File: src/rtl/fish_sram_arb.sv
// Single-port SRAM access controller: display reads, external writes and a block-fill engine.
// Reads have priority; a saturating starve counter lets a pending write preempt a read.
module fish_sram_arb #(
  parameter int unsigned DATA_WIDTH   = 8,
  parameter int unsigned ADDR_WIDTH   = 16,
  parameter int unsigned STARVE_LIMIT = 4
) (
  input  logic                  clk,
  input  logic                  reset_n,
  input  logic                  rd_req,
  input  logic [ADDR_WIDTH-1:0] rd_addr,
  output logic                  rd_gnt,
  output logic [DATA_WIDTH-1:0] rd_data,
  output logic                  rd_valid,
  input  logic                  wr_req,
  input  logic [ADDR_WIDTH-1:0] wr_addr,
  input  logic [DATA_WIDTH-1:0] wr_data,
  output logic                  wr_gnt,
  input  logic                  fill_start,
  input  logic [ADDR_WIDTH-1:0] fill_base,
  input  logic [ADDR_WIDTH:0]   fill_len,
  input  logic [DATA_WIDTH-1:0] fill_value,
  output logic                  fill_busy,
  output logic                  fill_done,
  output logic                  sram_en,
  output logic                  sram_we,
  output logic [ADDR_WIDTH-1:0] sram_addr,
  output logic [DATA_WIDTH-1:0] sram_wdata,
  input  logic [DATA_WIDTH-1:0] sram_rdata
);

  typedef enum logic [1:0] {IDLE, FILL, DONE} fill_state_t;

  fill_state_t           state, state_next;
  logic [ADDR_WIDTH-1:0] fill_ptr;
  logic [ADDR_WIDTH:0]   fill_rem;
  logic [DATA_WIDTH-1:0] fill_val;
  logic [3:0]            starve_cnt;
  logic                  rr_ext;
  logic [DATA_WIDTH-1:0] rd_hold;
  logic                  fill_pend, wr_pend, starve, fill_gnt;

  always_comb begin
    fill_pend = (state == FILL);
    wr_pend   = wr_req | fill_pend;
    starve    = (starve_cnt >= 4'(STARVE_LIMIT)) && wr_pend;
    rd_gnt    = 1'b0;
    wr_gnt    = 1'b0;
    fill_gnt  = 1'b0;
    // Single decision chain guarantees at most one grant; a lone writer ignores the pointer.
    if (reset_n) begin
      if (rd_req && !starve)                     rd_gnt   = 1'b1;
      else if (wr_req && (!fill_pend || rr_ext)) wr_gnt   = 1'b1;
      else if (fill_pend)                        fill_gnt = 1'b1;
    end
    sram_en    = rd_gnt | wr_gnt | fill_gnt;
    sram_we    = wr_gnt | fill_gnt;
    sram_addr  = '0;
    sram_wdata = '0;
    if (rd_gnt) begin
      sram_addr = rd_addr;
    end else if (wr_gnt) begin
      sram_addr  = wr_addr;
      sram_wdata = wr_data;
    end else if (fill_gnt) begin
      sram_addr  = fill_ptr;
      sram_wdata = fill_val;
    end
  end

  always_comb begin
    state_next = state;
    case (state)
      IDLE:    if (fill_start) state_next = (fill_len == '0) ? DONE : FILL;
      FILL:    if (fill_gnt && fill_rem == (ADDR_WIDTH+1)'(1)) state_next = DONE;
      DONE:    state_next = IDLE;
      default: state_next = IDLE;
    endcase
  end

  always_ff @(posedge clk) begin
    if (!reset_n) begin
      state      <= IDLE;
      fill_ptr   <= '0;
      fill_rem   <= '0;
      fill_val   <= '0;
      starve_cnt <= '0;
      rr_ext     <= 1'b1;
      rd_valid   <= 1'b0;
      rd_hold    <= '0;
    end else begin
      state <= state_next;
      if (state == IDLE && fill_start && fill_len != '0) begin
        fill_ptr <= fill_base;
        fill_rem <= fill_len;
        fill_val <= fill_value;
      end else if (fill_gnt) begin
        fill_ptr <= fill_ptr + 1'b1;
        fill_rem <= fill_rem - 1'b1;
      end
      if (wr_gnt || fill_gnt)   starve_cnt <= '0;
      else if (wr_pend)         starve_cnt <= (starve_cnt == '1) ? starve_cnt : starve_cnt + 1'b1;
      else                      starve_cnt <= '0;
      if (wr_gnt)               rr_ext <= 1'b0;
      else if (fill_gnt)        rr_ext <= 1'b1;
      rd_valid <= rd_gnt;
      if (rd_valid)             rd_hold <= sram_rdata;
    end
  end

  assign rd_data   = rd_valid ? sram_rdata : rd_hold;
  assign fill_busy = (state != IDLE);
  assign fill_done = (state == DONE);

endmodule

File: config.mk
export PLATFORM = sky130hd
export DESIGN_NAME = fish_sram_arb
export DESIGN_NICKNAME = d
export VERILOG_FILES = /design/src/rtl/fish_sram_arb.sv
export SDC_FILE = /design/constraint.sdc
export NUM_CORES = 1
export LEC_CHECK = 0
export ABC_CLOCK_PERIOD_IN_PS = 3000
export CORE_MARGIN = 3
export CORE_UTILIZATION = 33
export DETAILED_ROUTE_END_ITERATION = 12
export DONT_BUFFER_PORTS = 1
export HOLD_SLACK_MARGIN = 0.08
export PLACE_DENSITY_LB_ADDON = 0.2
export SYNTH_ARGS = -nofsm -noshare
export SYNTH_HDL_FRONTEND = slang
export SYNTH_SLANG_ARGS = --single-unit
File: constraint.sdc
create_clock -name clk -period 3 [get_ports clk]
set_input_delay 0.45 -clock clk [delete_from_list [all_inputs] [get_ports clk]]
set_output_delay 0.45 -clock clk [all_outputs]
set_load 0.005 [all_outputs]
==> reports/metrics.cfg <==
[outcome]
status = complete, no violations

[worst_setup_path]
cp_max_fo = 27
r2r-start = fill_rem[0]
path_class = reg2out
cp-end-kind = output pin
crit_arrival_ns = 2.16
crit_start = state[0]
required_ns = 2.55
crit_path_start_kind = register

[logic_synthesis]
netlist_area_mm2 = 0.003239
synth_ff_type = dfxtp_1
ys_seq_area_share_pct = 35.23
yosysWarnings = 0
yosysMostFrequentCell = dfxtp_1
ys_top_cells_by_count = dfxtp_1, a21oi_1, nand2_1
synthCells = 421
syn_nets = 519
synth_edf_count = 0
yosys-top-cells-area = dfxtp_1, a21oi_1, a222oi_1
synth-seq-cells = 57
synth.distinct_cells = 50
async_flop_share_pct = 0
yosysTopAreaCell = dfxtp_1
syn_avg_cell_area_um2 = 7.694
yosysTopAreaCellShare_pct = 35.23

[cts]
clock_path_buffers = 2
root_buffer = clkbuf_8
path_clk_slew_ns = 0.06
cts_setup_buffers = 0
clk_latency_ns = 0.34
postCtsResizedCells = 0
postCtsHoldBufs = 0
cts_tree = yes
htree_levels = 3
cts-buffers-inserted = 9
clock_sinks = 57

[route]
drc = 0
avgRoutedWirePerCell_um = 17.78
vias = 3215
postRouteAntennaNets = 0
drt-vias-per-instance = 5.856
drt_iter0_markers = 347
wirelength_um = 9763
drt_first_pass_iters = 8

[power_and_ir_drop]
p_leak_uw = 0.001379
ir_drop_mv = 0.2334
power_density_mw_per_mm2 = 503.8
switching_share_pct = 29.33
power.share.sequential_pct = 47.5
p_int_uw = 1273
finalPower_uw = 1802
combPwrFrac_pct = 16.8
pwr-share-clk_pct = 35.8
p_sw_uw = 528.5

[place]
hpwl_um = 6954
placement.io_buffers = 0
gp_congestion = 0.7835

[global_routing]
antenna_found_initial = 0
grt_first_pass_wirelength_um = 15740
grt_overflow_total = 0
first_global_vias = 3085
grt_max_degree = 44
grt.total_usage_pct = 17.62

[sta]
hold_viol = 0
finalSetupTns_ns = 0
slew_headroom_pct = 49.88
rsz0062_at_grt = false
fmax_mhz = 383.4
fin_crit_sh_pct = 86.93
tightest_slew_ns = 0.7510
finalClockSkew_ns = 0.009642
finalSetupViolCount = 0
slew_violations = 0
period_minus_slack_ns = 2.608

[floorplanning]
fp.dieArea_mm2 = 0.01104
rows = 35
core-area_mm2 = 0.009371
num_io_pins = 133
initial_core_util_pct = 34.57
die_y_um = 105.1
fp.dieW_um = 105.1

[final_layout]
drive_gt1_share_pct = 10.71
n_antenna_cell = 0
area_growth_pct = 10.39
layout.nets = 513
fillers = 988

[run]
maxCapViolCount = 0

[hold_path]
hold_class = in2reg
holdCritStartpoint = reset_n

## cells in the final DEF (no fill, tap or decap), types with 10 or more instances in the layout
cell / instances
dfxtp_1: 57
a21oi_1: 51
nand2_1: 44
nor2_1: 33
inv_1: 21
a222oi_1: 17
o21ai_0: 17
nor3_1: 16
nand3_1: 13
clkbuf_8: 11
nor4_1: 10
## power by group through the flow
stage	Clock, uW	Combinational, uW	Sequential (uW)
floorplan	0	242	855
detailed placement	0	302	871
global placement	0	301	869
CTS	670	303	854
finish	644	302	855
global route	701	343	863
## logic make-up (layout without fill, tap and decap cells)
group | Yosys count | after routing | share of synthesized area [%]
compound gates | 127 | 127 | 25.49
xor+xnor | 11 | 11 | 2.974
fa+ha+maj | 4 | 4 | 1.545
buf+inv | 47 | 46 | 5.446
flops | 57 | 57 | 35.23
mux | 9 | 9 | 3.090
other cells | 1 | 1 | 0.1158
simple gates | 165 | 165 | 26.11
## metrics by stage
step | cell area, um^2 | std cells | utilization, % | setup slack, ns | hold WS (ns)
after CTS | 3571 | 549 | 38.10 | 0.1595 | 0.1922
after floorplan | 3239 | 421 | - | 0.6621 | 0.4367
final | 3576 | 549 | 38.16 | 0.3920 | 0.2143
after detailed placement | 3397 | 533 | 36.25 | 0.4741 | 0.4492
after global placement | 3397 | 533 | 36.25 | 0.6031 | 0.4449
after global routing | 3576 | 549 | 38.16 | 0.1250 | 0.1920
## worst max-delay path, cell delays in order, from the launching register on
cell and delay, ns:
dfxtp_1 0.43, nor2b_1 0.31, o22ai_1 0.18, and3_2 0.44, a222oi_1 0.36, inv_1 0.11
## registers in the layout (all words and copies together) (netlist names)
name,cells
fill_ptr,16
rd_hold,8
rd_valid,1
state,2
fill_rem,17
starve_cnt,4
fill_val,8
rr_ext,1
## area by class of cell
class,instances,area [um^2],share of cell area [%]
Multi-Input combinational cell,317,1941,54.27
Sequential cell,57,1141,31.91
Timing Repair Buffer,9,80.08,2.239
Inverter,21,78.83,2.204
Tap cell,129,161.4,4.514
Clock buffer,13,158.9,4.444
Clock inverter,3,15.01,0.4199
## final timing paths
path	cells after the start	endpoint	slack (ns)
worst min register to register	2	fill_val[6]	0.46
worst max register to register	7	fill_rem[12]	0.61
worst min-delay path	1	rr_ext	0.21
worst max-delay path	5	sram_addr[10]	0.39
## metal layers
metal	up-vias	global-route usage [%]	part of all wire, %
met5	-	0	0
met4	0	6.279	2.0
met3	16	6.300	8.7
met2	144	28.05	46
met1	1509	21.93	43
li1	1546	-	-
Power figures use the tool's default switching activity.
